## config.mk

```make
export PLATFORM = sky130hd
export DESIGN_NAME = hazard_scoreboard_unit
export DESIGN_NICKNAME = d
export VERILOG_FILES = /design/src/rtl/hazard_pkg.sv /design/src/rtl/hazard_mc_timer.sv /design/src/rtl/hazard_scoreboard_unit.sv
export SDC_FILE = /design/constraint.sdc
export NUM_CORES = 1
export LEC_CHECK = 0
export ABC_AREA = 1
export BUFFER_PORTS_ARGS = -buffer_cell sky130_fd_sc_hd__buf_2
export CORE_MARGIN = 2
export CORE_UTILIZATION = 55
export DETAILED_ROUTE_END_ITERATION = 7
export PLACE_DENSITY = 0.82
export SLEW_MARGIN = 20
export SYNTH_ARGS = -nofsm -noshare
export SYNTH_HDL_FRONTEND = slang
export SYNTH_HIERARCHICAL = 1
export SYNTH_SLANG_ARGS = --single-unit
```

## constraint.sdc

```tcl
create_clock -name clk -period 2.3 [get_ports clk]
set_clock_uncertainty 0.1 [all_clocks]
set_input_delay 0.575 -clock clk [delete_from_list [all_inputs] [get_ports clk]]
set_output_delay 0.575 -clock clk [all_outputs]
set_load 0.01 [all_outputs]
```

## src/rtl/hazard_pkg.sv

```systemverilog
// Shared definitions for the pipeline hazard controller: forwarding-mux
// select codes, the multi-cycle timer state type and a small helper that
// applies the M-over-W forwarding priority.
package hazard_pkg;

  localparam logic [1:0] FWD_RF = 2'b00;  // operand from register file
  localparam logic [1:0] FWD_W  = 2'b01;  // operand from W-stage result
  localparam logic [1:0] FWD_M  = 2'b10;  // operand from M-stage ALU result

  typedef enum logic {
    IDLE = 1'b0,
    BUSY = 1'b1
  } mc_state_t;

  // The younger producer (M) wins over the older one (W).
  function automatic logic [1:0] fwd_pick(input logic hit_m, input logic hit_w);
    if (hit_m)      return FWD_M;
    else if (hit_w) return FWD_W;
    else            return FWD_RF;
  endfunction

endpackage

```

## src/rtl/hazard_mc_timer.sv

```systemverilog
// Occupancy timer for multi-cycle execute ops (mul/div). The op's first E
// cycle stalls combinationally; BUSY then covers the remaining MC_LAT-2 held
// cycles, so the op spends MC_LAT cycles in E in total. A one-cycle done flag
// keeps the op, still visible in E on its release cycle, from restarting.
module hazard_mc_timer
  import hazard_pkg::*;
#(
  parameter int MC_LAT = 4
) (
  input  logic clk,
  input  logic srst,
  input  logic start,     // multi-cycle op in E and not being redirected
  input  logic freeze,    // memory wait: hold all timer state
  output logic mc_stall,
  output logic mc_busy
);

  localparam bit HAS_STALL = (MC_LAT > 1);
  localparam int BUSY_CYC  = (MC_LAT > 2) ? MC_LAT - 2 : 0;
  localparam int CW        = (MC_LAT > 2) ? $clog2(MC_LAT) : 1;
  localparam logic [CW-1:0] LOAD = CW'(BUSY_CYC);
  localparam logic [CW-1:0] ONE  = CW'(1);

  mc_state_t     state_reg, state_next;
  logic [CW-1:0] cnt_reg, cnt_next;
  logic          done_reg, done_next;
  logic          first_cycle;

  assign first_cycle = HAS_STALL && (state_reg == IDLE) && start && !done_reg;
  assign mc_busy     = (state_reg == BUSY);
  assign mc_stall    = mc_busy || first_cycle;

  // Next-state logic: count down remaining BUSY cycles unless frozen.
  always_comb begin
    state_next = state_reg;
    cnt_next   = cnt_reg;
    done_next  = done_reg;
    if (!freeze) begin
      done_next = 1'b0;
      case (state_reg)
        IDLE: begin
          if (first_cycle) begin
            if (BUSY_CYC == 0) begin
              done_next = 1'b1;   // MC_LAT==2: only the first cycle stalls
            end else begin
              state_next = BUSY;
              cnt_next   = LOAD;
            end
          end
        end
        BUSY: begin
          if (cnt_reg == ONE) begin
            state_next = IDLE;
            cnt_next   = '0;
            done_next  = 1'b1;
          end else begin
            cnt_next = cnt_reg - ONE;
          end
        end
        default: state_next = IDLE;
      endcase
    end
  end

  // State registers; reset aborts any op in flight.
  always_ff @(posedge clk) begin
    if (srst) begin
      state_reg <= IDLE;
      cnt_reg   <= '0;
      done_reg  <= 1'b0;
    end else begin
      state_reg <= state_next;
      cnt_reg   <= cnt_next;
      done_reg  <= done_next;
    end
  end

endmodule

```

## src/rtl/hazard_scoreboard_unit.sv

```systemverilog
// Hazard controller for the 5-stage core: operand forwarding (or stalling
// when forwarding is disabled), load-use stall, multi-cycle execute hold,
// data-memory wait freeze, control-flow flushes and saturating perf counters.
module hazard_scoreboard_unit
  import hazard_pkg::*;
#(
  parameter int REG_AW = 5,
  parameter int MC_LAT = 4,
  parameter int FWD_EN = 1,
  parameter int CNT_W  = 32
) (
  input  logic              clk,
  input  logic              rst,
  input  logic [REG_AW-1:0] Rs1D,
  input  logic [REG_AW-1:0] Rs2D,
  input  logic [REG_AW-1:0] Rs1E,
  input  logic [REG_AW-1:0] Rs2E,
  input  logic [REG_AW-1:0] RdE,
  input  logic [REG_AW-1:0] RdM,
  input  logic [REG_AW-1:0] RdW,
  input  logic              RegWriteE,
  input  logic              RegWriteM,
  input  logic              RegWriteW,
  input  logic              ResultSrcE,
  input  logic              MultiCycleE,
  input  logic              PCSrcE,
  input  logic              MemReadyM,
  output logic              StallF,
  output logic              StallD,
  output logic              StallE,
  output logic              StallM,
  output logic              FlushD,
  output logic              FlushE,
  output logic              FlushM,
  output logic              FlushW,
  output logic [1:0]        ForwardAE,
  output logic [1:0]        ForwardBE,
  output logic              McBusy,
  output logic [CNT_W-1:0]  StallCycles,
  output logic [CNT_W-1:0]  FlushEvents
);

  localparam logic [CNT_W-1:0] CNT_MAX = '1;

  // A producer only matters if it writes a non-zero destination.
  function automatic logic hit(input logic [REG_AW-1:0] rs,
                               input logic [REG_AW-1:0] rd,
                               input logic              we);
    return we && (rd != '0) && (rs == rd);
  endfunction

  logic [REG_AW-1:0] rs_e [2];
  logic [REG_AW-1:0] rs_d [2];
  logic [1:0]        fwd_sel [2];
  logic              raw_src [2];
  logic              lw_src  [2];

  logic mem_stall, lw_stall, raw_stall, mc_stall, mc_busy;
  logic stall_f, stall_e, flush_d, flush_e, flush_m, flush_w, flush_any;
  logic [CNT_W-1:0] stall_cnt_reg, flush_cnt_reg;

  assign rs_e[0] = Rs1E;
  assign rs_e[1] = Rs2E;
  assign rs_d[0] = Rs1D;
  assign rs_d[1] = Rs2D;

  // Per-operand forwarding select and D-stage dependence detection.
  genvar gi;
  generate
    for (gi = 0; gi < 2; gi++) begin : g_src
      assign fwd_sel[gi] = (FWD_EN != 0)
                         ? fwd_pick(hit(rs_e[gi], RdM, RegWriteM), hit(rs_e[gi], RdW, RegWriteW))
                         : FWD_RF;
      assign raw_src[gi] = hit(rs_d[gi], RdE, RegWriteE) ||
                           hit(rs_d[gi], RdM, RegWriteM) ||
                           hit(rs_d[gi], RdW, RegWriteW);
      assign lw_src[gi]  = hit(rs_d[gi], RdE, RegWriteE);
    end
  endgenerate

  assign mem_stall = !MemReadyM;
  assign lw_stall  = ResultSrcE && (lw_src[0] || lw_src[1]);
  assign raw_stall = (FWD_EN == 0) && (raw_src[0] || raw_src[1]);

  hazard_mc_timer #(
    .MC_LAT (MC_LAT)
  ) u_mc_timer (
    .clk      (clk),
    .srst     (rst),
    .start    (MultiCycleE && !PCSrcE),
    .freeze   (mem_stall),
    .mc_stall (mc_stall),
    .mc_busy  (mc_busy)
  );

  // Memory wait dominates: it holds F..M, bubbles W and masks all other flushes.
  assign stall_f   = mem_stall || mc_stall || lw_stall || raw_stall;
  assign stall_e   = mem_stall || mc_stall;
  assign flush_d   = PCSrcE && !stall_e;
  assign flush_e   = (PCSrcE || lw_stall || raw_stall) && !stall_e;
  assign flush_m   = mc_stall && !mem_stall;
  assign flush_w   = mem_stall;
  assign flush_any = flush_d || flush_e || flush_m || flush_w;

  // Output drive; while in reset, hold every stage flushed and nothing stalled.
  always_comb begin
    StallF    = stall_f;
    StallD    = stall_f;
    StallE    = stall_e;
    StallM    = mem_stall;
    FlushD    = flush_d;
    FlushE    = flush_e;
    FlushM    = flush_m;
    FlushW    = flush_w;
    ForwardAE = fwd_sel[0];
    ForwardBE = fwd_sel[1];
    McBusy    = mc_busy;
    if (rst) begin
      StallF    = 1'b0;
      StallD    = 1'b0;
      StallE    = 1'b0;
      StallM    = 1'b0;
      FlushD    = 1'b1;
      FlushE    = 1'b1;
      FlushM    = 1'b1;
      FlushW    = 1'b1;
      ForwardAE = FWD_RF;
      ForwardBE = FWD_RF;
      McBusy    = 1'b0;
    end
  end

  // Saturating performance counters.
  always_ff @(posedge clk) begin
    if (rst) begin
      stall_cnt_reg <= '0;
      flush_cnt_reg <= '0;
    end else begin
      if (stall_f && (stall_cnt_reg != CNT_MAX))
        stall_cnt_reg <= stall_cnt_reg + 1'b1;
      if (flush_any && (flush_cnt_reg != CNT_MAX))
        flush_cnt_reg <= flush_cnt_reg + 1'b1;
    end
  end

  assign StallCycles = stall_cnt_reg;
  assign FlushEvents = flush_cnt_reg;

endmodule

```

# Yosys cells after proc, flatten, opt, wreduce, memory -nomap -nowiden
# Index checks and enable logic that the tools add are counted.
[word_totals]
latch_bits = 0
ff_bits = 68
ramBits = 0
elab_cells = 75
romBits = 0
n_memories = 0
[op_classes]
n_reduce_logical = 34
n_bitwise = 1
n_shift = 0
n_lt_le_gt_ge = 0
add_sub_neg = 3
eq_ne = 10
mux = 22
n_div = 0
multipliers = 0
[op_table]
columns = ["cell", "count"]
rows = [
  ["$add A32 B1 Y32 const B", 2],
  ["$ne A32 B32 Y1 const B", 2],
  ["$eq A5 B5 Y1", 6],
  ["$logic_and A1 B1 Y1", 18],
  ["$reduce_bool A5 Y1", 3],
  ["$mux W1", 14],
  ["$mux W2", 6],
  ["$logic_or A1 B1 Y1", 8],
  ["$logic_not A1 Y1", 4],
  ["$pmux W2 S2", 1],
  ["$eq A2 B1 Y1 const B", 1],
  ["$ne A2 B1 Y1 const B", 1],
  ["$pmux W1 S2", 1],
  ["$reduce_and A2 Y1", 1],
  ["$sub A2 B1 Y2 const B", 1],
  ["$not A1 Y1", 1],
]

# Logic depth before layout (Yosys ltp)
# Gate-level depths: netlist of the first run.
[logic_depth]
word_depth = 12
ltp_mapped = 13

# Cells and area by module
# The synthesis of the first run kept the hierarchy.
[modules_own_cells]
columns = ["module", "instances", "cells_per_inst", "seq_area_each_um2", "area_per_inst_um2"]
rows = [
  ["hazard_scoreboard_unit", 1, 800, 1281.2, 4782.1],
  ["hazard_mc_timer", 1, 27, 80.1, 193.9],
]

# Worst setup path after synthesis of the first run
# Ideal clock, no wire load.
[synth_timing]
path_type = "in2out"
from = "in MultiCycleE"
to = "out StallF"
setup_slack_ns = 0.160
required_ns = 1.625
stages = 7
arrival_ns = 1.465
n_path_buf = 1
path_cell_list = "inv_1 > nor2_1 > inv_1 > o21bai_2 > nor2_1 > a21oi_1 > buf_4"
[synth_via]
elab_chain_len = 7
[synth_rtl]
columns = ["element", "line_no", "source"]
rows = [
  ["start, declared", "hazard_scoreboard_unit.sv:25", "input logic MultiCycleE,"],
  ["$logic_and A1 B1 Y1", "hazard_scoreboard_unit.sv:90", ".start (MultiCycleE && !PCSrcE),"],
  ["$logic_and A1 B1 Y1 (2 in a row)", "hazard_mc_timer.sv:29", "assign first_cycle = HAS_STALL && (state_reg == IDLE) && start && !done_reg;"],
  ["$logic_or A1 B1 Y1", "hazard_mc_timer.sv:31", "assign mc_stall = mc_busy || first_cycle;"],
  ["net mc_stall", "hazard_scoreboard_unit.sv:58", "logic mem_stall, lw_stall, raw_stall, mc_stall, mc_busy;"],
  ["$logic_or A1 B1 Y1 (2 in a row)", "hazard_scoreboard_unit.sv:97", "assign stall_f = mem_stall || mc_stall || lw_stall || raw_stall;"],
  ["$mux W1", "-", ""],
  ["end, declared", "hazard_scoreboard_unit.sv:28", "output logic StallF,"],
]
# The timed path passes the listed nets, and every way through them passes these cells.

# Final worst setup path of the first run
[layout_timing]
from = "in RdM[0]"
to = "out ForwardBE[0]"
[layout_via]
elab_chain_len = 5
[layout_rtl]
columns = ["element", "line_no", "source"]
rows = [
  ["start, declared", "hazard_scoreboard_unit.sv:19", "input logic [REG_AW-1:0] RdM,"],
  ["$reduce_bool A5 Y1", "-", ""],
  ["$logic_and A1 B1 Y1", "-", ""],
  ["$logic_and A1 B1 Y1 (*)", "hazard_scoreboard_unit.sv:49", "return we && (rd != '0) && (rs == rd);"],
  ["$mux W2 (*)", "hazard_pkg.sv:17", "if (hit_m) return FWD_M;"],
  ["$mux W2 (*)", "hazard_scoreboard_unit.sv:118", "if (rst) begin"],
  ["end, declared", "hazard_scoreboard_unit.sv:37", "output logic [1:0] ForwardBE,"],
]
# Mark *: on every way between the ends. The rest lies on a longest branch, timed or not.

==> impl_results.md, run 1 <==
- Sum of routed wire length over all layers: 14,100 um
- Post-Place Cell Area: 0.00581 mm^2
- Crit Path Max Fanout: 3
- Avg Inst Size Synth: 6.02 um^2
- First-pass GRT wire length: 23,100 um
- Worst supply voltage drop on vdd: 0.000228 V
- Cell type with the highest aggregate area in the netlist: sky130_fd_sc_hd__dfxtp_1
- Arrival time at the worst endpoint: 1750 ps
- Number of enable-type register cells in the synthesized netlist: 0
- Number of buffers added by the clock tree synthesis step: 9
- Share of flip-flops with an asynchronous set or reset after synthesis: 0%
- Hold WC Path Type: reg2reg
- Overall die width: 99.1 um
- Multi-input gate area: 0.00325 mm^2
- Highest metal layer with signal wires: met4
- Via density: 5.35
- Required time of the critical path: 1620 ps
- DPL Wire Length: 10,600 um
- H-tree Lvls: 3
- Detail-routed net length per standard cell: 13.1 um
- Synth Instances: 827
- Number of port buffers: 120
- CTS tree: yes
- Source-to-sink clock delay at the later pin of the worst-skew pair: 340 ps
- Layout-stage area growth over the synthesis result: 22.5%
- DRT met1 WL: 5990 um
- Number of iterations in the first detailed-routing pass: 5
- Actual slew at the worst max-slew pin: 545 ps
- Cell with the most instances on the worst path: sky130_fd_sc_hd__buf_2
- Filler instances: 833
- Largest stage delay on the critical path: 320 ps
- Initial core utilization: 56.8%
- Hold Buf Count CTS: 0
- Post-layout minimum cycle time: 2420 ps
- Capture point of the critical path: ForwardBE[0]
- Synthesis-stage register bit count: 68
- Global placer's final weighted congestion: 1.03
- Net count, final: 1,009
- CP startpoint kind: primary input
- Total power of the final layout: 2.49 mW
- Predominant post-synthesis flop cell: sky130_fd_sc_hd__dfxtp_1
- Remaining global-route overflow: 0
- Detail Route met3 WL: 856 um
- Top cells by area in the synthesized netlist: sky130_fd_sc_hd__dfxtp_1, sky130_fd_sc_hd__nand2_1, sky130_fd_sc_hd__nand3_1
- Share of cells above drive strength 1: 20.7%
- Global router's overall resource usage: 28.1%
- Status: finished, violations left
- Clock slew at reported path FFs: 60 ps
- Critical path capture point type: output pin
- Library cell used as clock root buffer: sky130_fd_sc_hd__clkbuf_8
- Count of endpoints failing hold in the final timing report: 0
- Final standard cell utilization of the core: 69.5%
- Endpoints failing setup: 3
- Leak: 2.63 nW
- Remaining number of nets flagged by the antenna check after routing: 0
- Cell area after layout: 0.00609 mm^2
- Max-cap violation count: 0
- DRC marker count from the first detailed-route iteration: 294
- Portion of synthesized cell area occupied by the leading cell type: 27.4%
- Register area: 0.00136 mm^2
- Top Ports: 121
- Die Area: 0.00982 mm^2
- CTS Buffer Depth: 2
- Vias in the first global route: 5,094
- Antenna violations before repair: 0
- Std-Cell Core Area: 0.00876 mm^2
- Post-synthesis net count: 874
- Maximum number of pins on one net before global-route repair: 33
- Violations in the final reports: setup timing
- Most frequent cells after synthesis: sky130_fd_sc_hd__nand2_1, sky130_fd_sc_hd__nor2_1, sky130_fd_sc_hd__nand3_1
- Relative slew margins: 63.4%
- Rows: 34
- Number of max-slew violations in the final report: 0
- Vertical die dimension: 99.1 um
- Length in cells of the worst reg-to-reg path: 12
- RSZ-0062 raised after global routing: true
- R2r endpoint: StallCycles[12]
- Highest-delay cell along the critical path: sky130_fd_sc_hd__o21ai_1
- Final clock period utilization by the worst path: 105%
- Most frequent cell after synthesis: sky130_fd_sc_hd__nand2_1
- Netlist area before placement: 0.00498 mm^2
- Netlist cell types: 38
- Number of remaining DRC errors: 0
- Total number of vias: 5,745
- DR WL met2: 6860 um
- Ordered list of cells on the worst path: buf_2, nor2_1, nand2_1, o21ai_1, nor4_2, nor3_1, buf_2
- Final worst-path setup slack: -124 ps
- Startpoint of the lowest-slack register-to-register path: StallCycles[0]
- Maximum operating frequency: 0.412 GHz
- Areal power density over the cells: 408 mW/mm^2
- Count of yosys warnings during synthesis: 6
- Antenna diode count: 0
- Worst setup slack for register-to-register paths: 240 ps
- CP startpoint: RdM[0]
- Share of the yosys chip area belonging to registers: 27.4%
- Startpoint-to-endpoint class of the critical path: in2out
- Clk sink count: 68
-- cell type report --
cell class	instances	area share, %
multi-input cells	654	53.4
flip-flops and latches	68	22.3
repair buffers	149	14.3
inverters	80	4.93
clock buffers	12	2.71
well taps	108	2.22
clock inverters	2	0.164
-- cells by family after synthesis --
| logic type | after synthesis | share of synthesized area [%] |
|---|---|---|
| buf+inv | 105 | 8.83 |
| flops | 68 | 27.4 |
| simple gates | 522 | 45.7 |
| compound gates | 76 | 8.05 |
| xor+xnor | 53 | 9.33 |
| fa+ha+maj | 3 | 0.754 |
-- worst max-delay path: cells and delay by family --
family          cells  cell delay [ps]
simple gates        4              560
compound gates      1              320
buf+inv             2              300
-- routing by layer --
metal  GRT usage [%]  up-vias
li1                -     2913
met1            35.2     2588
met2            48.6      208
met3            4.64       36
met4            10.0        0
met5               0        -
-- placed cells by master (no fill, tap or decap), types with 2 or more instances in the layout --
cell type | synthesis | layout
sky130_fd_sc_hd__inv_1 | 74 | 74
sky130_fd_sc_hd__o21ai_1 | 3 | 4
sky130_fd_sc_hd__clkbuf_8 | 0 | 12
sky130_fd_sc_hd__nand3b_1 | 11 | 11
sky130_fd_sc_hd__nand2_1 | 265 | 264
sky130_fd_sc_hd__clkinv_2 | 0 | 2
sky130_fd_sc_hd__nor2_1 | 104 | 101
sky130_fd_sc_hd__nor4_2 | 1 | 3
sky130_fd_sc_hd__nand2_2 | 4 | 5
sky130_fd_sc_hd__a21oi_2 | 1 | 2
sky130_fd_sc_hd__nor3_1 | 23 | 22
sky130_fd_sc_hd__a21oi_1 | 65 | 64
sky130_fd_sc_hd__nand3_1 | 85 | 85
sky130_fd_sc_hd__xor2_1 | 42 | 41
sky130_fd_sc_hd__nor2_2 | 1 | 3
sky130_fd_sc_hd__buf_12 | 0 | 2
sky130_fd_sc_hd__inv_2 | 5 | 5
sky130_fd_sc_hd__buf_4 | 5 | 28
sky130_fd_sc_hd__nor2_4 | 3 | 4
sky130_fd_sc_hd__nand4_1 | 12 | 12
sky130_fd_sc_hd__nor3_2 | 1 | 2
sky130_fd_sc_hd__buf_6 | 3 | 4
sky130_fd_sc_hd__or2_2 | 4 | 3
sky130_fd_sc_hd__ha_1 | 3 | 3
sky130_fd_sc_hd__o211ai_1 | 2 | 2
sky130_fd_sc_hd__dfxtp_1 | 68 | 68
sky130_fd_sc_hd__buf_2 | 3 | 115
sky130_fd_sc_hd__xnor2_1 | 11 | 10
-- where the power goes --
part | switching, mW | total (mW) | internal, mW
clock network | 0.445 | 0.909 | 0.465
logic | 0.216 | 0.368 | 0.151
registers | 0.0163 | 1.21 | 1.19
total | 0.677 | 2.49 | 1.81
-- metrics by stage --
stage / setup TNS (ps) / hold WS (ps) / setup WS (ps) / std cells
floorplan: 0 / 337 / 160 / 827
global placement: -197 / 354 / -104 / 1058
detailed placement: -242 / 352 / -98.9 / 1058
CTS: -17.4 / 362 / -17.4 / 1072
global route: -523 / 391 / -149 / 1073
finish: -215 / 360 / -124 / 1073
-- repair_timing --
action | CTS | global route
setup buffers | 0 | 1
gates resized for setup | 4 | 19
pin swaps | 1 | 13
endpoints found under the setup margin | 4 | 8
-- worst min-delay path by stage --
stage / cells past startpoint / endpoint / startpoint / slack (ps)
after global placement: 2 / u_mc_timer/cnt_reg[1] / u_mc_timer/cnt_reg[1] / 350
after global routing: 2 / u_mc_timer/cnt_reg[1] / u_mc_timer/cnt_reg[1] / 390
after detailed placement: 2 / u_mc_timer/cnt_reg[1] / u_mc_timer/cnt_reg[1] / 350
after floorplan: 2 / u_mc_timer/cnt_reg[1] / u_mc_timer/cnt_reg[1] / 340
final: 2 / u_mc_timer/cnt_reg[1] / u_mc_timer/cnt_reg[1] / 360
after CTS: 2 / u_mc_timer/cnt_reg[1] / u_mc_timer/cnt_reg[1] / 360
(Power assumes the default switching activity.)
==> run 2, diff against run 1 <==
Settings changed: ABC_AREA 1 to not set, CORE_MARGIN 2 to 1, CORE_UTILIZATION 55 to 52, PLACE_DENSITY 0.82 to 0.81.
==> impl_results.md, run 2 <==
- Status: finished, violations left (unchanged)
- Violations in the final reports: setup timing (unchanged)
- Number of max-slew violations in the final report: 0 (unchanged)
- Number of buffers added by the clock tree synthesis step: 9 (unchanged)
- Total power of the final layout: 2.74 mW (was 2.49 mW)
- Simple-gate share of the synthesized area: 31.8% (was 45.7%)
- Endpoints failing setup: 18 (was 3)
- Share of cells above drive strength 1: 40.9% (was 20.7%)
- RSZ-0062 raised after global routing: true (unchanged)
- Top Ports: 121 (unchanged)
- Maximum number of pins on one net before global-route repair: 44 (was 33)
- Cell total after placement: 761 (was 1,058)
- Worst setup slack for register-to-register paths: 40 ps (was 240 ps)
- Number of remaining DRC errors: 0 (unchanged)
- Post-layout minimum cycle time: 2530 ps (was 2420 ps)
- Number of iterations in the first detailed-routing pass: 8 (was 5)
- Most common cell after layout, fill and taps aside: sky130_fd_sc_hd__buf_2 (was sky130_fd_sc_hd__nand2_1)
- DRC marker count from the first detailed-route iteration: 314 (was 294)
- Number of enable-type register cells in the synthesized netlist: 0 (unchanged)
- Fin cells: 791 (was 1,073)
- Critical path capture point type: output pin (unchanged)
- Share of synthesized area spent on multiplexers: 2.20% (was 0%)
- Ordered list of cells on the worst path: buf_8, or4_4, o211a_4, a21oi_4, nor2_4, buf_6 (was buf_2, nor2_1, nand2_1, o21ai_1, nor4_2, nor3_1, buf_2)
- Std-Cell Core Area: 0.00737 mm^2 (was 0.00876 mm^2)
- H-tree Lvls: 3 (unchanged)
- Library cell used as clock root buffer: sky130_fd_sc_hd__clkbuf_8 (unchanged)
- Global placer's final weighted congestion: 0.848 (was 1.03)
- Arrival time at the worst endpoint: 1860 ps (was 1750 ps)
- Overall die width: 90.0 um (was 99.1 um)
- Most frequent cells after synthesis: sky130_fd_sc_hd__dfxtp_1, sky130_fd_sc_hd__a21oi_1, sky130_fd_sc_hd__nand2_1 (was sky130_fd_sc_hd__nand2_1, sky130_fd_sc_hd__nor2_1, sky130_fd_sc_hd__nand3_1)
- Final worst-path setup slack: -233 ps (was -124 ps)
- Actual slew at the worst max-slew pin: 448 ps (was 545 ps)
- Highest-delay cell along the critical path: sky130_fd_sc_hd__or4_4 (was sky130_fd_sc_hd__o21ai_1)
- Hold WC Path Type: reg2reg (unchanged)
- Predominant post-synthesis flop cell: sky130_fd_sc_hd__dfxtp_1 (unchanged)
- Remaining number of nets flagged by the antenna check after routing: 0 (unchanged)
- Top cells by area in the synthesized netlist: sky130_fd_sc_hd__dfxtp_1, sky130_fd_sc_hd__a21oi_1, sky130_fd_sc_hd__or4_1 (was sky130_fd_sc_hd__dfxtp_1, sky130_fd_sc_hd__nand2_1, sky130_fd_sc_hd__nand3_1)
- Relative slew margins: 69.9% (was 63.4%)
- Crit Path Max Fanout: 3 (unchanged)
- Vertical die dimension: 90.0 um (was 99.1 um)
- Synth Instances: 502 (was 827)
- Required time of the critical path: 1620 ps (about the same)
- Hold Buf Count CTS: 0 (unchanged)
- Total number of vias: 4,760 (was 5,745)
- Worst hold path cell count: 2 (unchanged)
- Hold Crit Start: u_mc_timer/cnt_reg[1] (unchanged)
- Cell type with the highest aggregate area in the netlist: sky130_fd_sc_hd__dfxtp_1 (unchanged)
- Antenna diode count: 0 (unchanged)
- WHS Endpoint: u_mc_timer/cnt_reg[1] (unchanged)
- DPL Wire Length: 8470 um (was 10,600 um)
- Die Area: 0.00810 mm^2 (was 0.00982 mm^2)
- Source-to-sink clock delay at the later pin of the worst-skew pair: 360 ps (was 340 ps)
- Detail-routed net length per standard cell: 15.9 um (was 13.1 um)
- Remaining global-route overflow: 0 (unchanged)
- Avg Inst Size Synth: 8.03 um^2 (was 6.02 um^2)
- Global router's overall resource usage: 29.2% (was 28.1%)
- Via density: 6.02 (was 5.35)
- Synth Area in Compound Gates: 19.5% (was 8.05%)
- CTS tree: yes (unchanged)
- Antenna violations before repair: 0 (unchanged)
- Portion of synthesized cell area occupied by the leading cell type: 33.8% (was 27.4%)
- Rows: 31 (was 34)
- Critical path buffer and inverter count: 2 (unchanged)
- Clock slew at reported path FFs: 60 ps (about the same)
- Synthesis-stage register bit count: 68 (unchanged)
- Max-cap violation count: 0 (unchanged)
- Layout-stage area growth over the synthesis result: 45.5% (was 22.5%)
- Most frequent cell after synthesis: sky130_fd_sc_hd__dfxtp_1 (was sky130_fd_sc_hd__nand2_1)
- Share of the yosys chip area belonging to registers: 33.8% (was 27.4%)
- Areal power density over the cells: 468 mW/mm^2 (was 408 mW/mm^2)
- R2r endpoint: StallCycles[16] (was StallCycles[12])
- Sum of routed wire length over all layers: 12,500 um (was 14,100 um)
- Top Family by Delay on Critical Path: simple AND/OR/NAND/NOR gates (unchanged)
- Post-synthesis net count: 549 (was 874)
- Setup TNS Final: -1420 ps (was -215 ps)
- Netlist cell types: 55 (was 38)
- Highest-count cells in the layout ignoring fill and taps: sky130_fd_sc_hd__buf_2, sky130_fd_sc_hd__buf_4, sky130_fd_sc_hd__dfxtp_1 (was sky130_fd_sc_hd__nand2_1, sky130_fd_sc_hd__buf_2, sky130_fd_sc_hd__nor2_1)
- Vias in the first global route: 4,451 (was 5,094)
- Largest stage delay on the critical path: 530 ps (was 320 ps)
- Startpoint-to-endpoint class of the critical path: in2out (unchanged)
- Main combinational cell family by area after synthesis: simple AND/OR/NAND/NOR gates (unchanged)
- Number of port buffers: 120 (unchanged)
- Count of yosys warnings during synthesis: 6 (unchanged)
- Initial core utilization: 54.7% (was 56.8%)
- CTS Buffer Depth: 2 (unchanged)
- Maximum operating frequency: 0.395 GHz (was 0.412 GHz)
- Netlist area before placement: 0.00403 mm^2 (was 0.00498 mm^2)
- Count of endpoints failing hold in the final timing report: 0 (unchanged)
- First-pass GRT wire length: 19,700 um (was 23,100 um)
- Length in cells of the worst reg-to-reg path: 7 (was 12)
- Final clock period utilization by the worst path: 110% (was 105%)
- Fraction of the mapped netlist area in adder cells: 0.932% (was 0.754%)
- Leak: 2.36 nW (was 2.63 nW)
- Xor and xnor area share after synthesis: 7.39% (was 9.33%)
- CP startpoint kind: primary input (unchanged)
- Startpoint of the lowest-slack register-to-register path: StallCycles[0] (unchanged)
- Clk sink count: 68 (unchanged)
- Share of flip-flops with an asynchronous set or reset after synthesis: 0% (unchanged)
- Worst supply voltage drop on vdd: 0.000271 V (was 0.000228 V)
- Net count, final: 734 (was 1,009)
## run 2: cells by family after synthesis
| group | after synthesis |
|---|---|
| xor+xnor | 34 |
| flops | 68 |
| buf+inv | 39 |
| simple gates | 222 |
| compound gates | 128 |
| mux | 8 |
| fa+ha+maj | 3 |
## run 2: worst reg2reg max path, cell delays in order, from the launching register on
cell and delay (ps):
sky130_fd_sc_hd__dfxtp_1 360, sky130_fd_sc_hd__ha_1 180, sky130_fd_sc_hd__inv_1 90, sky130_fd_sc_hd__or3_1 400, sky130_fd_sc_hd__a221oi_1 220, sky130_fd_sc_hd__nand2_1 240
sky130_fd_sc_hd__or4_1 460, sky130_fd_sc_hd__a21oi_1 140
## run 2: layout make-up
cell class | instances | area [um^2]
clock buffer | 11 | 151
clock inverter | 5 | 60.1
fill | 523 | 1510
inverter | 13 | 48.8
multi-input combinational | 395 | 2790
sequential | 68 | 1360
tap | 99 | 124
timing repair buffer | 200 | 1330
## run 2: layer usage
layer	GRT usage [%]	routed length (um)	vias to the layer above
met2	53.8	6600	188
met4	12.2	297	0
met5	0	0	-
met3	4.57	724	30
met1	33.2	4930	2285
li1	-	-	2257
## run 2: how the worst max path moves through the flow
stage / start / end / depth (start not counted)
floorplan: RdE[1] / StallF / 6
global placement: RdE[1] / FlushE / 6
detailed placement: RdE[1] / FlushEvents[26] / 10
CTS: RdE[2] / StallF / 6
global route: RdE[2] / StallF / 6
finish: RdE[2] / StallF / 6
## run 2: per-stage QoR
| step | setup WS [ps] | utilization [%] | hold slack (ps) | area (um^2) |
|---|---|---|---|---|
| after floorplan | -226 | - | 326 | 4130 |
| after global placement | -281 | 71.1 | 339 | 5240 |
| after detailed placement | -329 | 71.1 | 380 | 5240 |
| after CTS | -243 | 76.1 | 390 | 5610 |
| after global routing | -270 | 79.5 | 430 | 5860 |
| final | -233 | 79.5 | 405 | 5860 |
## run 2: timing repair
action | 4_1_cts | 5_1_grt
pin swaps | 19 | 22
setup buffers | 6 | 7
resized for setup | 26 | 38
setup endpoints to repair | 8 | 52
gates cloned | 0 | 1
endpoints found under the hold margin | 0 | 0
## run 2: power breakdown
group / total (mW) / switching [mW] / leakage (nW) / internal, mW
registers: 1.20 / 0.0111 / 0.550 / 1.19
logic: 0.491 / 0.254 / 1.71 / 0.238
clock network: 1.05 / 0.486 / 0.106 / 0.562
total: 2.74 / 0.751 / 2.36 / 1.99
